[src/rtl/kbdmus_spi_loader.sv]
// Assembles the AVR SPI byte stream into the 40-bit key matrix and the
// mouse / Kempston bytes, each published with a one-cycle strobe.
module kbdmus_spi_loader #(
  parameter logic [7:0] KBD_ADDR    = 8'h10,
  parameter logic [7:0] MUSX_ADDR   = 8'h20,
  parameter logic [7:0] MUSY_ADDR   = 8'h21,
  parameter logic [7:0] MUSBTN_ADDR = 8'h22,
  parameter logic [7:0] KJ_ADDR     = 8'h23
) (
  input  logic        fclk,
  input  logic        rst,
  input  logic        spi_start,
  input  logic [7:0]  spi_addr,
  input  logic        spi_valid,
  input  logic [7:0]  spi_data,
  input  logic        spi_end,
  output logic [39:0] kbd_out,
  output logic        kbd_stb,
  output logic [7:0]  mus_out,
  output logic        mus_xstb,
  output logic        mus_ystb,
  output logic        mus_btnstb,
  output logic        kj_stb,
  output logic        frame_err,
  output logic [1:0]  fsm_state
);

  // Handshake: spi_start, spi_valid and spi_end are single-cycle pulses with
  // no backpressure; every output strobe is registered and lasts one cycle.
  typedef enum logic [1:0] {ST_IDLE, ST_KBD, ST_MUS, ST_SKIP} state_t;

  state_t      state_q, state_n;
  logic [2:0]  cnt_q, cnt_n;
  logic [39:0] stage_q, stage_n;
  logic [1:0]  tgt_q, tgt_n;
  logic [39:0] kbd_n;
  logic [7:0]  mus_n;
  logic        kstb_q, kstb_n;
  logic [3:0]  mstb_q, mstb_n;
  logic        ferr_q, ferr_n;

  always_ff @(posedge fclk) begin
    if (rst) begin
      state_q <= ST_IDLE;
      cnt_q   <= 3'd0;
      stage_q <= 40'd0;
      tgt_q   <= 2'd0;
      kbd_out <= 40'd0;
      mus_out <= 8'd0;
      kstb_q  <= 1'b0;
      mstb_q  <= 4'd0;
      ferr_q  <= 1'b0;
    end else begin
      state_q <= state_n;
      cnt_q   <= cnt_n;
      stage_q <= stage_n;
      tgt_q   <= tgt_n;
      kbd_out <= kbd_n;
      mus_out <= mus_n;
      kstb_q  <= kstb_n;
      mstb_q  <= mstb_n;
      ferr_q  <= ferr_n;
    end
  end

  always_comb begin
    state_n = state_q;
    cnt_n   = cnt_q;
    stage_n = stage_q;
    tgt_n   = tgt_q;
    kbd_n   = kbd_out;
    mus_n   = mus_out;
    kstb_n  = 1'b0;
    mstb_n  = 4'd0;
    ferr_n  = 1'b0;
    if (spi_start) begin
      // The address phase owns this cycle; a coincident data byte is dropped.
      ferr_n = (state_q == ST_KBD) && (cnt_q != 3'd0);
      if (spi_addr == KBD_ADDR) begin
        state_n = ST_KBD;
        cnt_n   = 3'd0;
        stage_n = 40'd0;
      end else if (spi_addr == MUSX_ADDR) begin
        state_n = ST_MUS;
        tgt_n   = 2'd0;
      end else if (spi_addr == MUSY_ADDR) begin
        state_n = ST_MUS;
        tgt_n   = 2'd1;
      end else if (spi_addr == MUSBTN_ADDR) begin
        state_n = ST_MUS;
        tgt_n   = 2'd2;
      end else if (spi_addr == KJ_ADDR) begin
        state_n = ST_MUS;
        tgt_n   = 2'd3;
      end else begin
        state_n = ST_SKIP;
      end
    end else begin
      case (state_q)
        ST_KBD: begin
          if (spi_valid) begin
            if (cnt_q >= 3'd5) begin
              state_n = ST_SKIP;
              cnt_n   = 3'd6;
              ferr_n  = 1'b1;
            end else begin
              stage_n = {stage_q[31:0], spi_data};
              cnt_n   = cnt_q + 3'd1;
            end
          end
          // End is judged on the count including a byte in this same cycle.
          if (spi_end) begin
            state_n = ST_IDLE;
            if (cnt_n == 3'd5) begin
              kbd_n  = stage_n;
              kstb_n = 1'b1;
            end else if (cnt_n != 3'd0 && cnt_n != 3'd6) begin
              ferr_n = 1'b1;
            end
          end
        end
        ST_MUS: begin
          if (spi_valid) begin
            mus_n         = spi_data;
            mstb_n[tgt_q] = 1'b1;
          end
          if (spi_end) state_n = ST_IDLE;
        end
        ST_SKIP: begin
          if (spi_end) state_n = ST_IDLE;
        end
        default: state_n = ST_IDLE;
      endcase
    end
  end

  assign kbd_stb    = kstb_q;
  assign mus_xstb   = mstb_q[0];
  assign mus_ystb   = mstb_q[1];
  assign mus_btnstb = mstb_q[2];
  assign kj_stb     = mstb_q[3];
  assign frame_err  = ferr_q;
  assign fsm_state  = state_q;

endmodule
[config.mk]
export PLATFORM = sky130hd
export DESIGN_NAME = kbdmus_spi_loader
export DESIGN_NICKNAME = d
export VERILOG_FILES = /design/src/rtl/kbdmus_spi_loader.sv
export SDC_FILE = /design/constraint.sdc
export NUM_CORES = 1
export LEC_CHECK = 0
export ABC_AREA = 1
export CAP_MARGIN = 5
export CORE_MARGIN = 1.5
export CORE_UTILIZATION = 27
export DETAILED_ROUTE_END_ITERATION = 8
export PLACE_DENSITY = 0.48
export SLEW_MARGIN = 20
export SYNTH_ARGS = -nofsm -noshare
export SYNTH_HDL_FRONTEND = slang
export SYNTH_SLANG_ARGS = --single-unit
[constraint.sdc]
create_clock -name fclk -period 1.5 [get_ports fclk]
set_input_delay 0.375 -clock fclk [delete_from_list [all_inputs] [get_ports fclk]]
set_output_delay 0.375 -clock fclk [all_outputs]
set_load 0.02 [all_outputs]
; Word-level counts from Yosys, hierarchy flattened
; Cells that the tools add are included.
[classes]
addsub = 1
order_cmp = 3
eq_ne = 14
n_mux = 37
n_bitwise = 6
reduce_logical = 15
[op_table]
columns = cell, n
row1 = $mux W40, 5
row2 = $eq A8 B6 Y1 const B, 4
row3 = $mux W3, 7
row4 = $mux W2, 10
row5 = $mux W1, 13
row6 = $reduce_and A3 Y1, 3
row7 = $eq A8 B5 Y1 const B, 1
row8 = $reduce_or A4 Y1, 2
row9 = $not A1 Y1, 6
row10 = $reduce_bool A3 Y1, 2
row11 = $eq A2 B2 Y1 const B, 2
row12 = $ne A4 B3 Y1 const B, 1
row13 = $ne A4 B4 Y1 const B, 1
row14 = $pmux W2 S2, 1
row15 = $reduce_and A4 Y1, 1
row16 = $reduce_bool A4 Y1, 1
row17 = $add A3 B1 Y3 const B, 1
row18 = $eq A3 B3 Y1 const B, 1
row19 = $ge A3 B3 Y1 const B, 1
row20 = $logic_and A1 B1 Y1, 3
row21 = $lt A2 B3 Y1 const B, 1
row22 = $ne A3 B1 Y1 const B, 1
row23 = $ne A3 B3 Y1 const B, 1
row24 = $demux W1 S2, 1
row25 = 6 further kinds, 6
[totals]
reg_bits = 101
input_bits = 21
out_inout_bits = 56
elab_cells = 85

; Depth between registers and ports, before layout
; Gate-level depths: netlist (run 1).
[depth]
ltp_word = 12
depth_mapped = 13
mapped_depth_nobuf = 12

; Worst setup path before layout (run 1)
; No wires, ideal clock.
[synth_timing]
path_kind = reg-to-reg
start = register cnt_q[0]
end = register kbd_out[3]
setup_ns = 0.119
t_arrival_ns = 1.509
t_required_ns = 1.381
setup_slack_ns = -0.129
path_stages_with_launch = 10
path_buffers = 1
period_less_slack_ns = 1.629
path_cell_list = dfxtp_1 > inv_1 > ha_1 > o21ai_1 > nand3_2 > inv_2 > nand3_4 > buf_4 > o21ai_1 > a21oi_1
[synth_between]
elab_chain_len = 7
word_cells_on_any_way = 10
cone_classes = add/sub (1) / order compare (1) / eq/ne (1) / mux (6) / reduce/logical (1)
[synth_lines]
columns = item, line
row1 = "start, declared", 33  ; logic [2:0] cnt_q, cnt_n;
row2 = "start signal, assigned", 55  ; cnt_q <= cnt_n;
row3 = $add A3 B1 Y3 / $ge A3 B3 Y1 (equally long branches), "108, 102"
row4 = $mux W3, 102  ; if (cnt_q >= 3'd5) begin
row5 = $mux W3, 101  ; if (spi_valid) begin
row6 = $mux W3, 99  ; case (state_q)
row7 = $mux W3, 76  ; if (spi_start) begin
row8 = $eq A3 B3 Y1, 114  ; if (cnt_n == 3'd5) begin
row9 = $reduce_and A4 Y1 (no source line), -
row10 = "end signal, assigned", 58  ; kbd_out <= kbd_n;
row11 = "end, declared", 17  ; output logic [39:0] kbd_out,
; Parallel ways exist; a longest one is shown, timed or not. The select of a mux whose other input is x is not followed.
; A chain may end at the register's enable or synchronous reset.

; Worst setup path in the final report (run 1)
[layout_timing]
start = register cnt_q[1]
end = register kbd_out[11]
; The elaborated chain is that of the path after synthesis.

==> results of run 1 <==
## registers in the layout, summed over array words and instances, names as in the netlist
signal and flops:
kbd_out 40, fsm_state 2, stage_q 40, cnt_q 3, frame_err 1, tgt_q 2, mstb_q 4, kbd_stb 1
mus_out 8
## Yosys cell counts (10+ instances only)
library cell | count | area, µm²
a21oi_1 | 95 | 475
buf_2 | 17 | 85.1
buf_6 | 10 | 113
clkbuf_1 | 13 | 48.8
dfxtp_1 | 101 | 2020
inv_1 | 35 | 131
nand2_1 | 189 | 709
nand3_1 | 26 | 130
nand4_1 | 29 | 181
nor2_1 | 32 | 120
o21ai_0 | 12 | 60.1
o21ai_1 | 19 | 95.1
## tightest hold or removal path, cell delays in order
cell	delay (ns)
clkbuf_2	0.09
o21ai_0	0.07
a21oi_1	0.10
## cell families after synthesis
kind of cell	after synthesis	share of synthesized area
and+or+nand+nor	293	0.287
adders and majority gates	3	0.00839
AOI/OAI and AO/OA	133	0.157
DFF	101	0.452
buffers and inverters	83	0.0953
## where the power goes
| group | switching [mW] | internal, mW |
|---|---|---|
| clock | 1.06 | 1.34 |
| sequential | 0.0156 | 2.70 |
| combinational | 0.404 | 0.348 |
| total | 1.48 | 4.39 |
## through the flow
step | hold WS [ns] | instance area, µm² | worst slack, ns | utilization | power [mW]
6_report | 0.324 | 6990 | -0.256 | 0.435 | 5.87
3_3_place_gp | 0.436 | 5770 | -0.489 | 0.359 | 3.25
2_1_floorplan | 0.422 | 4570 | -0.0330 | - | 3.06
4_1_cts | 0.432 | 6710 | -0.233 | 0.418 | 5.87
5_1_grt | 0.348 | 6990 | -0.344 | 0.435 | 6.08
3_5_place_dp | 0.441 | 5770 | -0.584 | 0.359 | 3.26
## repair_timing
item / CTS / global route
endpoints found under the setup margin: 149 / 94
buffers inserted: 15 / 11
endpoints found under the hold margin: 0 / 0
pin swaps: 23 / 18
cloned: 9 / 6
resized for setup: 155 / 47
## cell type report
cell class                      count  area (µm²)
Clock buffer                       11         243
Clock inverter                      5        58.8
Fill cell                        1612        9060
Inverter                           38         151
Multi-Input combinational cell    430        2490
Sequential cell                   101        2030
Tap cell                          216         270
Timing Repair Buffer              158        1750
## path summary, 6_finish.rpt
path | start | endpoint | slack, ns
min reg2reg | kbd_out[1] | kbd_out[1] | 0.44
max reg2reg | cnt_q[1] | kbd_out[11] | -0.26
min | spi_addr[0] | tgt_q[0] | 0.32
max | cnt_q[1] | kbd_out[11] | -0.26
## cells in the final DEF, fill, tap and decap left out, types with 5 or more instances in the layout
cell and count:
nor3_1 5, a21oi_1 78, buf_6 9, dfxtp_1 97, nor2_4 11, nand4_1 29, o21ai_0 10, buf_16 7
o21ai_4 6, clkdlybuf4s50_1 9, nor2_1 22, inv_1 32, nand2_4 6, buf_12 14, dlygate4sd2_1 54, buf_4 45
clkdlybuf4s15_1 9, a21oi_4 8, nand2_2 19, nand3_1 24, o21ai_1 8, a21oi_2 10, o21ai_2 9, nand2_1 167
clkbuf_16 14
## metal layers
| layer | up-vias | share of wire | GRT usage |
|---|---|---|---|
| li1 | 2265 | - | - |
| met1 | 2155 | 0.47 | 0.221 |
| met2 | 114 | 0.46 | 0.258 |
| met3 | 17 | 0.045 | 0.0265 |
| met4 | 0 | 0.022 | 0.0691 |
| met5 | - | 0 | 0 |
==> flow_summary.yaml, run 1 <==
run_status:
  outcome: "finished with violations"
  violations: "setup timing"
worst_hold_path:
  min_path_cells: 3
  min_path_type: "in -> reg"
drt:
  via_count: 4551
  antenna_left: 0
  dr.pass1.iters: 5
  routed_wl_um: 14800
  drc: 0
  wl_per_cell_um: 15.4
  drt_iter0_markers: 307
  vias_per_cell: 4.75
timing:
  period_needed_ns: 1.76
  setup_violations: 85
  worst_pin_slew_ns: 0.347
  hold_violations: 0
  skew_ns: 0.00701
  slew_headroom: 0.769
  setup_tns_ns: -14.02
  rsz0062_at_grt: "yes"
  slew_violations: 0
  min_period_over_period: 1.17
  max_freq_ghz: 0.569
  layout_setup_ws_ns: -0.256
synth:
  ys_seq_area_frac: 0.452
  synth_ff_type: "dfxtp_1"
  synth.distinct_cells: 31
  syn_nets: 637
  ys_ff_latch: 101
  syn_area_mm2: 0.00448
  syn_avg_cell_area_um2: 7.30
  async_reset_ff_frac: 0
  syn_inst: 613
  ys_warn_count: 0
  synth_enable_flop_cells: 0
critical_path:
  required_ns: 1.75
  crit_family: "simple AND/OR/NAND/NOR gates"
  cp_num_cells: 12
  path_class: "reg -> reg"
  max_stage_delay_ns: 0.38
  start_kind: "register"
  crit_chain: "inv_4 -> ha_4 -> nor2_4 -> nand2_4 -> nand2_4 -> nand2_8 -> buf_4 -> buf_12 -> nand2_1 -> o21ai_2 -> o21ai_1 -> a21oi_1"
  crit_fanout: 5
  path_buf_inv: 3
  cp_slowest_cell: "dfxtp_4"
  worstSetupEndpointType: "register"
  cp.arrival_ns: 2.00
  worst-r2r-cell-count: 12
  cp_common_cell: "nand2_4"
global_routing:
  antenna_found_initial: 0
  grt_max_degree: 49
  grt_pass1_wl_um: 22700
  grt_util_all_layers: 0.163
  grt_pass1_vias: 4427
  grt-ovfl-total: 0
pwr:
  irDropWorstVdd_uv: 591
  power_leakage_nw: 2.81
  power_density_mw_per_mm2: 839
clocking:
  cts_tree: "yes"
  cts_buffers: 9
  insertion_delay_ns: 0.36
  clockBufferDepth: 2
  cts_sinks: 101
  htreeDepth: 3
  root_buffer: "clkbuf_16"
  cts_hold_buffers: 0
  cts.clk_slew.worst_paths_ns: 0.07
floorplan:
  initial_core_util: 0.279
  die_w_um: 132
  rows: 46
  core-area_mm2: 0.0161
  die_area_mm2: 0.0174
  die_h_um: 132
  io_pins: 77
final_layout:
  finalNonFillerCells: 959
  finalNetCount: 762
  drive_gt1_frac: 0.264
  n_antenna_cell: 0
  syn_to_final_growth_pct: 56.2
run:
  drv_cap: 0
place:
  place_congestion: 0.784
  hpwl_um: 8630
  placedCellCount: 906
  numPortBuffers: 76
(Power assumes the default switching activity.)
==> run 2: changes to the inputs <==
--- a/config.mk
+++ b/config.mk
@@ -8,10 +8,9 @@
 export ABC_AREA = 1
 export CAP_MARGIN = 5
 export CORE_MARGIN = 1.5
-export CORE_UTILIZATION = 27
+export CORE_UTILIZATION = 48
 export DETAILED_ROUTE_END_ITERATION = 8
-export PLACE_DENSITY = 0.48
-export SLEW_MARGIN = 20
+export PLACE_DENSITY = 0.76
 export SYNTH_ARGS = -nofsm -noshare
 export SYNTH_HDL_FRONTEND = slang
 export SYNTH_SLANG_ARGS = --single-unit
==> flow_summary.yaml, run 2 (synthesis results as in run 1) <==
critical_path:
  worstSetupEndpointType: "register"
  worst-r2r-cell-count: 12
  rr_endpoint: "kbd_out[7]"
  required_ns: 1.76
  path_class: "reg -> reg"
  r2r_setup_slack_ns: -0.25
  path_buf_inv: 3
  endpoint: "kbd_out[7]"
  cp.arrival_ns: 2.02
  max_stage_delay_ns: 0.37
  cp-startpoint: "cnt_q[1]"
  start_kind: "register"
  crit_family: "simple AND/OR/NAND/NOR gates"
  cp_slowest_cell: "dfxtp_4"
  cp_num_cells: 12
  crit_chain: "inv_4 -> ha_4 -> nor2_4 -> nand2_4 -> nand2_4 -> nand2_8 -> buf_8 -> buf_16 -> nor2_4 -> a21oi_4 -> o21ai_2 -> a21oi_1"
  crit_fanout: 8
  timing.rr.start: "cnt_q[1]"
final_layout:
  n_antenna_cell: 0
  largestRegisters: "kbd_out (40), stage_q (40), mus_out (8)"
  final_core_util: 0.723
  syn_to_final_growth_pct: 47.9
  final_cell_mix: "nand2_1, dfxtp_1, a21oi_1, dlygate4sd2_1, nand2_2"
  final_common_cell: "nand2_1"
  finalNetCount: 737
  drive_gt1_frac: 0.308
  design_area_mm2: 0.00662
timing:
  setup_tns_ns: -12.39
  slew_violations: 0
  period_needed_ns: 1.75
  max_freq_ghz: 0.571
  setup_violations: 83
  skew_ns: 0.0199
  min_period_over_period: 1.17
  worst_pin_slew_ns: 0.371
  rsz0062_at_grt: "yes"
  slew_headroom: 0.753
  layout_setup_ws_ns: -0.252
  hold_violations: 0
place:
  numPortBuffers: 76
  dpl_cell_area_mm2: 0.00551
  place_congestion: 0.834
  hpwl_um: 7470
drt:
  dr.pass1.iters: 7
  routed_wl_um: 14400
  vias_per_cell: 5.83
  antenna_left: 0
  drt_iter0_markers: 504
  wl_per_cell_um: 17.3
  via_count: 4831
  drc: 0
clocking:
  clockBufferDepth: 2
  htreeDepth: 3
  cts.clk_slew.worst_paths_ns: 0.09
  cts_sinks: 101
  insertion_delay_ns: 0.38
  cts_buffers: 9
  root_buffer: "clkbuf_8"
  cts_tree: "yes"
global_routing:
  grt_max_degree: 77
  grt_pass1_wl_um: 22800
  grt-ovfl-total: 0
  antenna_found_initial: 0
  grt_util_all_layers: 0.291
  grt_pass1_vias: 4689
floorplan:
  initial_core_util: 0.489
  die_w_um: 99.6
  die_area_mm2: 0.00992
  core-area_mm2: 0.00915
  io_pins: 77
  rows: 35
  die_h_um: 99.6
pwr:
  design_power_total_mw: 5.19
  power_leakage_nw: 2.68
  irDropWorstVdd_uv: 542
  power_density_mw_per_mm2: 784
run:
  drv_cap: 0
run_status:
  outcome: "finished with violations"
  violations: "setup timing"
worst_hold_path:
  min_path_type: "in -> reg"
  min_path_cells: 4
-- run 2: what timing repair did --
item / CTS / global route
gates cloned: 8 / 1
hold buffers: 0 / 0
gates resized for setup: 170 / 96
pin swaps: 46 / 21
setup endpoints to repair: 149 / 106
setup buffers: 11 / 2
-- run 2: layer usage --
layer  up-vias  part of all wire  global-route usage
met5         -                 0                   0
met4         0             0.040               0.157
met3        55             0.075              0.0478
met2       279              0.49               0.481
met1      2276              0.40               0.363
li1       2221                 -                   -
-- run 2: worst min-delay path, stage by stage --
cell and delay, ns:
buf_2 0.13, inv_1 0.08, o21ai_0 0.08, a21oi_1 0.04
-- run 2: how the worst min path moves through the flow --
stage          startpoint         to  slack (ns)
2_1_floorplan    tgt_q[1]  mstb_q[0]        0.42
3_3_place_gp     tgt_q[1]  mstb_q[0]        0.43
3_5_place_dp     tgt_q[1]  mstb_q[0]        0.44
4_1_cts               rst   tgt_q[0]        0.37
5_1_grt               rst   tgt_q[0]        0.42
6_report              rst   tgt_q[0]        0.37
-- run 2: area by class of cell --
| type | instances | area (µm²) |
|---|---|---|
| Clock buffer | 11 | 141 |
| Clock inverter | 5 | 58.8 |
| Fill cell | 662 | 2530 |
| Inverter | 38 | 148 |
| Multi-Input combinational cell | 429 | 2670 |
| Sequential cell | 101 | 2030 |
| Tap cell | 111 | 139 |
| Timing Repair Buffer | 134 | 1430 |
-- run 2: power breakdown --
group,leakage [nW],internal (mW),switching (mW)
registers,0.817,2.70,0.0163
logic,1.76,0.285,0.393
clock network,0.104,0.823,0.974
total,2.68,3.81,1.38
-- run 2: per-stage QoR --
stage | hold WS (ns) | instances | worst slack [ns]
3_5_place_dp | 0.438 | 792 | -0.606
4_1_cts | 0.375 | 827 | -0.209
6_report | 0.374 | 829 | -0.252
2_1_floorplan | 0.422 | 613 | -0.0330
3_3_place_gp | 0.430 | 792 | -0.491
5_1_grt | 0.421 | 829 | -0.314
